[src/rtl/zorro2_bus_master.sv]
// zorro2_bus_master
// 68000-style asynchronous bus initiator. It turns single word/byte requests
// from internal engines (RAM clear/test, DMA) into an AS_n/UDS_n/LDS_n/RW_n
// bus cycle. It waits for DTACK_n or BERR_n, then returns read data and status.
//
// Ports
//   CLKCPU, RESET      : clock; synchronous active-high reset
//   REQ, REQ_RW_n, REQ_ADDR[23:1], REQ_UDS, REQ_LDS, REQ_WDATA
//                      : request port, sampled only while READY=1
//   READY, ACK, ERR, RDATA : request status / read data (valid with ACK)
//   A, D_OUT, D_OE, AS_n, UDS_n, LDS_n, RW_n : bus outputs
//   DTACK_n, BERR_n, D_IN                    : bus inputs
//
// Optional build macro BUS_TIMEOUT_EN:
//   - When it is defined, a WAIT that sees neither DTACK_n nor BERR_n for
//     TIMEOUT_CYCLES cycles ends with ERR=1.
//   - When it is undefined, WAIT holds until the responder answers.
module zorro2_bus_master #(
  parameter int TIMEOUT_CYCLES = 64
) (
  input  logic        CLKCPU,
  input  logic        RESET,
  input  logic        REQ,
  input  logic        REQ_RW_n,
  input  logic [22:0] REQ_ADDR,
  input  logic        REQ_UDS,
  input  logic        REQ_LDS,
  input  logic [15:0] REQ_WDATA,
  output logic        READY,
  output logic        ACK,
  output logic        ERR,
  output logic [15:0] RDATA,
  output logic [22:0] A,
  output logic [15:0] D_OUT,
  output logic        D_OE,
  output logic        AS_n,
  output logic        UDS_n,
  output logic        LDS_n,
  output logic        RW_n,
  input  logic        DTACK_n,
  input  logic        BERR_n,
  input  logic [15:0] D_IN
);

  typedef enum logic [2:0] {
    S_IDLE, S_ADDR, S_ASSERT, S_DSTRB, S_WAIT, S_LATCH, S_END
  } state_t;

  state_t      state, state_nx;
  logic        rw_q, uds_q, lds_q, cyc_q, err_q, err_set, timeout;
  logic [22:0] addr_q;
  logic [15:0] wdata_q, rdata_q;
  logic        accept, busy, ds_on;

  assign accept = (state == S_IDLE) && REQ;

`ifdef BUS_TIMEOUT_EN
  localparam int CNT_W = $clog2(TIMEOUT_CYCLES + 1);
  logic [CNT_W-1:0] wait_cnt;

  // Counts completed WAIT cycles; restarts from 0 on every entry to WAIT.
  always_ff @(posedge CLKCPU) begin
    if (RESET || state != S_WAIT)
      wait_cnt <= '0;
    else if (wait_cnt != CNT_W'(TIMEOUT_CYCLES))
      wait_cnt <= wait_cnt + 1'b1;
  end

  assign timeout = (state == S_WAIT) && (wait_cnt == CNT_W'(TIMEOUT_CYCLES));
`else
  assign timeout = 1'b0;
`endif

  always_ff @(posedge CLKCPU) begin
    if (RESET) begin
      state   <= S_IDLE;
      rw_q    <= 1'b1;
      uds_q   <= 1'b0;
      lds_q   <= 1'b0;
      cyc_q   <= 1'b0;
      err_q   <= 1'b0;
      rdata_q <= '0;
    end else begin
      state <= state_nx;
      if (accept) begin
        rw_q  <= REQ_RW_n;
        uds_q <= REQ_UDS;
        lds_q <= REQ_LDS;
        // A request with no byte lane enabled never reaches the bus.
        cyc_q <= REQ_UDS | REQ_LDS;
        err_q <= ~(REQ_UDS | REQ_LDS);
      end else if (err_set) begin
        err_q <= 1'b1;
      end
      // Both lanes are captured regardless of enables; the caller masks.
      if (state == S_LATCH && rw_q)
        rdata_q <= D_IN;
    end
  end

  // Address and write data are pure payload; they are qualified by state.
  always_ff @(posedge CLKCPU) begin
    if (accept) begin
      addr_q  <= REQ_ADDR;
      wdata_q <= REQ_WDATA;
    end
  end

  always_comb begin
    state_nx = state;
    err_set  = 1'b0;
    unique case (state)
      S_IDLE: begin
        if (REQ)
          state_nx = (REQ_UDS | REQ_LDS) ? S_ADDR : S_END;
      end
      S_ADDR:   state_nx = S_ASSERT;
      S_ASSERT: state_nx = rw_q ? S_WAIT : S_DSTRB;
      S_DSTRB:  state_nx = S_WAIT;
      S_WAIT: begin
        // BERR wins over a simultaneous DTACK.
        if (!BERR_n) begin
          state_nx = S_END;
          err_set  = 1'b1;
        end else if (!DTACK_n) begin
          state_nx = S_LATCH;
        end else if (timeout) begin
          state_nx = S_END;
          err_set  = 1'b1;
        end
      end
      S_LATCH:  state_nx = S_END;
      S_END:    state_nx = S_IDLE;
      default:  state_nx = S_IDLE;
    endcase
  end

  // Reads raise the data strobes together with AS_n.
  // Writes raise them one cycle later, after the data has settled.
  assign busy  = (state != S_IDLE);
  assign ds_on = ((state == S_ASSERT) && rw_q) || (state == S_DSTRB) ||
                 (state == S_WAIT) || (state == S_LATCH);

  always_comb begin
    READY = ~busy;
    ACK   = (state == S_END);
    ERR   = (state == S_END) && err_q;
    RDATA = rdata_q;
    A     = (busy && cyc_q) ? addr_q : '0;
    RW_n  = (busy && cyc_q) ? rw_q : 1'b1;
    D_OE  = busy && cyc_q && !rw_q;
    D_OUT = (busy && cyc_q && !rw_q) ? wdata_q : '0;
    AS_n  = !((state == S_ASSERT) || (state == S_DSTRB) ||
              (state == S_WAIT) || (state == S_LATCH));
    UDS_n = !(ds_on && uds_q);
    LDS_n = !(ds_on && lds_q);
  end

endmodule
[config.mk]
export PLATFORM = sky130hd
export DESIGN_NAME = zorro2_bus_master
export DESIGN_NICKNAME = d
export VERILOG_FILES = /design/src/rtl/zorro2_bus_master.sv
export SDC_FILE = /design/constraint.sdc
export NUM_CORES = 1
export LEC_CHECK = 0
export CAP_MARGIN = 20
export CORE_UTILIZATION = 40
export DETAILED_ROUTE_END_ITERATION = 7
export PLACE_DENSITY = 0.92
export SETUP_SLACK_MARGIN = 0.15
export SKIP_CTS_REPAIR_TIMING = 1
export SLEW_MARGIN = 20
export SYNTH_ARGS = -nofsm -noshare
export SYNTH_HDL_FRONTEND = slang
export SYNTH_SLANG_ARGS = --single-unit
[constraint.sdc]
create_clock -name CLKCPU -period 3.7 [get_ports CLKCPU]
set_input_delay 0.74 -clock CLKCPU [delete_from_list [all_inputs] [get_ports CLKCPU]]
set_output_delay 0.74 -clock CLKCPU [all_outputs]
set_load 0.02 [all_outputs]
==> impl_metrics.json, run 1 <==
{
  "status": "completed",
  "tightestPinTransition_ns": 0.859,
  "clk_path_buf_depth": 2,
  "setup_tns_ns": 0,
  "fin_crit_ns": 3.09,
  "cp_max_fo": 23,
  "die_h_um": 81.2,
  "setup_viol": 0,
  "clk_pin_slew_ns": 0.07,
  "drive_above_1_share_pct": 6.71,
  "worst-endpoint-arrival_ns": 2.35,
  "drt-total-wl_mm": 5.90,
  "fin_crit_sh_pct": 83.5,
  "synth_edf_count": 39,
  "grt_max_degree": 31,
  "p_leak_uw": 0.00144,
  "cts.sinks": 63,
  "num_antenna_cells": 0,
  "ys_ff_latch": 63,
  "antenna_found_initial": 0,
  "numCtsBuffers": 9,
  "fmax_mhz": 324,
  "io_buffers": 125,
  "regToRegSetupSlack_ns": 1.94,
  "ant_nets": 0,
  "hold_class": "reg2reg",
  "placedCellCount": 402,
  "crit_family": "buffers and inverters",
  "first_iter_violations": 75,
  "worstSetupEndpointType": "output port",
  "fp.coreArea_sq_um": 5990,
  "place.gp.congestion": 0.821,
  "cts_tree": "built",
  "drc": 0,
  "p_per_area_nw_per_um2": 532,
  "grt_overflow_total": 0,
  "ctsHtreeMaxLevel": 3,
  "ys_types": 33,
  "yosysSeqAreaShare_pct": 65.9,
  "netlist_instances": 209,
  "grt_pass1_wl_mm": 9.10,
  "synth_area_sq_um": 2510,
  "grt_usage_pct": 18.9,
  "start_util_pct": 41.8,
  "cap_violations": 0,
  "slowest_delay_ns": 0.71,
  "die-area_sq_um": 6590,
  "path_cells": "nor3_4 > nor2b_1 > buf_4 > and2_1 > clkdlybuf4s50_1",
  "cp_data_required_time_ns": 2.96,
  "nFillCells": 452,
  "hold_viol_final": 0,
  "vias_per_cell": 4.78,
  "first_pass_iters": 4,
  "clock-root-buffer": "clkbuf_8",
  "synth_fp_nets": 274,
  "dp_hpwl_mm": 4.42,
  "ir_drop_mv": 0.387,
  "crit_type": "reg2out",
  "fin_nets": 403,
  "avgSynthCellArea_sq_um": 12.0,
  "synthArstFlopShare_pct": 0,
  "vias": 1999,
  "die_w_um": 81.2,
  "slew_violations": 0,
  "worst_slack_ns": 0.612,
  "total_power_uw": 2160,
  "clock_latency_ns": 0.33,
  "routedWlPerCell_um": 14.1,
  "std_cell_rows": 28,
  "synth_warnings": 0,
  "cp.buffers_inverters": 2,
  "startpoint_type": "register",
  "cp_slowest_cell": "dfxtp_1",
  "worst_clock_skew_ns": 0.00881,
  "io_pins": 126,
  "grt_pass1_vias": 1947,
  "slew_headroom_pct": 42.6,
  "fin_cells": 418,
  "area_delta_synth_final_pct": 62.0,
  "rsz0062_at_grt": "no",
  "place_ws_ns": 0.955,
  "synth_flop_cell": "edfxtp_1"
}
-- metal layers --
metal / up-vias / global-route usage (%) / part of all wire [%]
met5: - / 0 / 0
met4: 0 / 12.3 / 3.3
met3: 21 / 4.61 / 6.6
met2: 82 / 31.5 / 51
met1: 921 / 21.6 / 39
li1: 975 / - / -
-- logic make-up (layout without fill, tap and decap cells) --
| kind of cell | after synthesis | after routing | synth area share (%) |
|---|---|---|---|
| multiplexers | 2 | 2 | 0.799 |
| AO/OA/AOI/OAI | 30 | 30 | 7.39 |
| adder cells (fa/ha/maj) | 2 | 2 | 0.998 |
| AND/OR/NAND/NOR | 96 | 96 | 21.8 |
| buffers and inverters | 16 | 150 | 3.10 |
| flip-flops | 63 | 63 | 65.9 |
-- cell type report --
| cell class | instances | area, sq um | share of cell area, % |
|---|---|---|---|
| Tap cell | 75 | 93.8 | 2.31 |
| Clock inverter | 6 | 109 | 2.68 |
| Multi-Input combinational cell | 130 | 777 | 19.1 |
| Sequential cell | 63 | 1650 | 40.7 |
| Clock buffer | 10 | 128 | 3.14 |
| Timing Repair Buffer | 129 | 1280 | 31.6 |
| Inverter | 5 | 18.8 | 0.462 |
-- state kept, by name (all words and copies together), names as in the netlist --
signal	cells
uds_q	1
err_q	1
rw_q	1
addr_q	23
RDATA	16
cyc_q	1
wdata_q	16
state	3
lds_q	1
-- per-stage QoR --
stage	utilization [%]	instance area (sq um)	hold slack [ns]
CTS	67.8	4060	0.458
detailed placement	63.8	3820	0.450
global placement	63.8	3820	0.442
finish	67.8	4060	0.455
global route	67.8	4060	0.483
floorplan	-	2510	0.453
-- worst paths after layout --
path,start,endpoint,depth (start not counted)
worst max-delay path,state[2],A[11],5
worst max register to register,state[2],RDATA[2],3
worst min register to register,RDATA[13],RDATA[13],2
worst min-delay path,RDATA[13],RDATA[13],2
-- synth_stat cells, drive strengths merged (2+ instances only) --
cell / count / share of area [%]
and2: 41 / 10
edfxtp: 39 / 47
nand2: 33 / 4.9
dfxtp: 24 / 19
a21oi: 18 / 3.6
buf: 6 / 1.5
nor2: 6 / 0.90
clkbuf: 5 / 0.80
inv: 5 / 0.75
nor2b: 4 / 1.0
nor3: 4 / 1.2
nor3b: 3 / 1.1
o21ai: 3 / 0.60
a211o: 2 / 0.70
ha: 2 / 1.0
mux2i: 2 / 0.80
-- worst register-to-register path, delay by kind of cell, from the launching register on --
kind             cells  cell delay [ns]
flip-flops           1             0.71
AND/OR/NAND/NOR      2             0.80
AO/OA/AOI/OAI        1             0.16
-- power breakdown --
part	leakage (uW)	switching (uW)	internal, uW	total (uW)
combinational	0.000764	251	250	502
sequential	0.000565	71.1	886	957
clock	0.000110	255	445	700
-- placed cells by master (no fill, tap or decap), types with 2 or more instances in the layout --
master / count
a21oi_1: 18
bufinv_16: 3
nor3_1: 3
and2_1: 41
o21ai_0: 3
nor3b_1: 2
nor2_1: 6
mux2i_1: 2
buf_4: 4
ha_1: 2
clkdlybuf4s50_1: 125
dfxtp_1: 24
nor2b_1: 4
clkinvlp_4: 2
clkbuf_8: 9
inv_1: 5
a211o_1: 2
edfxtp_1: 39
nand2_1: 33
No activity file was read; power rests on OpenSTA's default activity.
==> run 2: changes to the inputs <==
==> constraint.sdc (replaced) <==
create_clock -name CLKCPU -period 3.1 [get_ports CLKCPU]
set_input_delay 0.62 -clock CLKCPU [delete_from_list [all_inputs] [get_ports CLKCPU]]
set_output_delay 0.62 -clock CLKCPU [all_outputs]
set_load 0.02 [all_outputs]
==> impl_metrics.json, run 2 (same netlist as run 1, synthesis figures left out) <==
{
  "worst-endpoint-arrival_ns": 2.19,
  "worst_clock_skew_ns": 0.00927,
  "die-area_sq_um": 6590,
  "io_buffers": 125,
  "cap_violations": 0,
  "die_w_um": 81.2,
  "first_pass_iters": 4,
  "numCtsBuffers": 9,
  "fin_nets": 404,
  "fin_crit_sh_pct": 90.5,
  "vias": 2006,
  "first_iter_violations": 68,
  "std_cell_rows": 28,
  "grt_pass1_vias": 1912,
  "cp_data_required_time_ns": 2.48,
  "regMostFlops": "addr_q",
  "fin_crit_ns": 2.81,
  "p_per_area_nw_per_um2": 616,
  "slew_violations": 0,
  "clock_latency_ns": 0.33,
  "grt_overflow_total": 0,
  "drt-total-wl_mm": 5.91,
  "fmax_mhz": 356,
  "hold_class": "reg2reg",
  "p_leak_uw": 0.00144,
  "clk_pin_slew_ns": 0.07,
  "routedWlPerCell_um": 14.1,
  "io_pins": 126,
  "setup_tns_ns": 0,
  "startpoint_type": "register",
  "total_power_uw": 2480,
  "vias_per_cell": 4.79,
  "ir_drop_mv": 0.447,
  "layout_common_cells": "clkdlybuf4s50_1 (125), and2_1 (41), edfxtp_1 (39), nand2_1 (33), dfxtp_1 (22)",
  "grt_pass1_wl_mm": 8.83,
  "r2r_cells": 4,
  "die_h_um": 81.2,
  "largest_reg_flops": 23,
  "final_common_cell": "clkdlybuf4s50_1",
  "grt_max_degree": 31,
  "cts.sinks": 63,
  "place_ws_ns": 0.513,
  "timing.rr.end": "rw_q",
  "holdPathStages": 2,
  "drc": 0,
  "fp.coreArea_sq_um": 5990,
  "status": "completed",
  "cp_max_fo": 18,
  "hold_viol_final": 0,
  "clk_path_buf_depth": 2,
  "place.gp.congestion": 0.822,
  "nFillCells": 448,
  "clock-root-buffer": "clkbuf_8",
  "whs_endpoint": "RDATA[5]",
  "hp-start": "RDATA[5]",
  "area_delta_synth_final_pct": 61.0,
  "setup_viol": 0,
  "slew_headroom_pct": 61.1,
  "num_antenna_cells": 0,
  "dp_hpwl_mm": 4.31,
  "cts_tree": "built",
  "tightestPinTransition_ns": 0.584,
  "start_util_pct": 41.8,
  "regToRegSetupSlack_ns": 1.46,
  "worstReg2RegStart": "state[0]",
  "antenna_found_initial": 0,
  "grt_usage_pct": 18.3,
  "ctsHtreeMaxLevel": 3,
  "drive_above_1_share_pct": 6.69,
  "ant_nets": 0,
  "crit_type": "reg2out",
  "rsz0062_at_grt": "no",
  "worst_slack_ns": 0.293,
  "worstSetupEndpointType": "output port"
}
## run 2: changes by cell type in the layout (fill, tap and decap cells not counted), sizes merged
cell / previous run / this run
clkinv: 1 / 4
clkinvlp: 2 / 0
buf: 4 / 5
bufinv: 3 / 2
## run 2: how the worst max path moves through the flow
stage,start,to,slack [ns],cells after the start
CTS,state[2],A[11],0.12,5
global placement,state[2],A[22],0.55,5
detailed placement,state[2],A[11],0.51,5
global route,state[0],D_OUT[10],0.16,5
floorplan,REQ,rw_q,0.44,3
finish,state[0],D_OUT[7],0.29,5
## run 2: layout make-up
type                    count  area, sq um  area share, %
clock buffers              10          128           3.16
clock inverters             6         75.1           1.86
inverters                   5         18.8          0.465
multi-input cells         130          777           19.3
flip-flops and latches     63         1650           41.0
well taps                  75         93.8           2.33
repair buffers            130         1290           31.9
## run 2: stage by stage
stage	utilization (%)	instances	cell area, sq um	hold slack [ns]
finish	67.4	419	4040	0.455
CTS	67.3	419	4030	0.457
global route	67.4	419	4040	0.476
floorplan	-	209	2510	0.453
detailed placement	63.9	403	3830	0.448
global placement	63.9	403	3830	0.442
## run 2: layer usage
metal | part of all wire [%] | global-route usage [%] | vias up
met1 | 39 | 21.0 | 928
met2 | 51 | 30.8 | 83
met4 | 3.0 | 10.5 | 0
met5 | 0 | 0 | -
li1 | - | - | 975
met3 | 7.2 | 4.83 | 20
## run 2: power by group
group	internal (uW)	leakage [uW]	switching, uW
Sequential	1060	0.000566	89.7
Clock	442	0.000100	294
Combinational	299	0.000768	300
Total	1800	0.00144	684
## run 2: critical path, cell delays in order (launching register included)
cell,delay [ns]
dfxtp_1,0.62
nor3_4,0.11
nor3b_2,0.16
buf_4,0.21
and2_1,0.15
clkdlybuf4s50_1,0.60
==> run 3: changes to the inputs <==
--- a/config.mk
+++ b/config.mk
@@ -8,9 +8,9 @@
 export CAP_MARGIN = 20
 export CORE_UTILIZATION = 40
 export DETAILED_ROUTE_END_ITERATION = 7
+export GPL_ROUTABILITY_DRIVEN = 0
 export PLACE_DENSITY = 0.92
 export SETUP_SLACK_MARGIN = 0.15
-export SKIP_CTS_REPAIR_TIMING = 1
 export SLEW_MARGIN = 20
 export SYNTH_ARGS = -nofsm -noshare
 export SYNTH_HDL_FRONTEND = slang
==> results of run 3 <==
The final DEF is identical to that of run 2; final timing and power are the same.
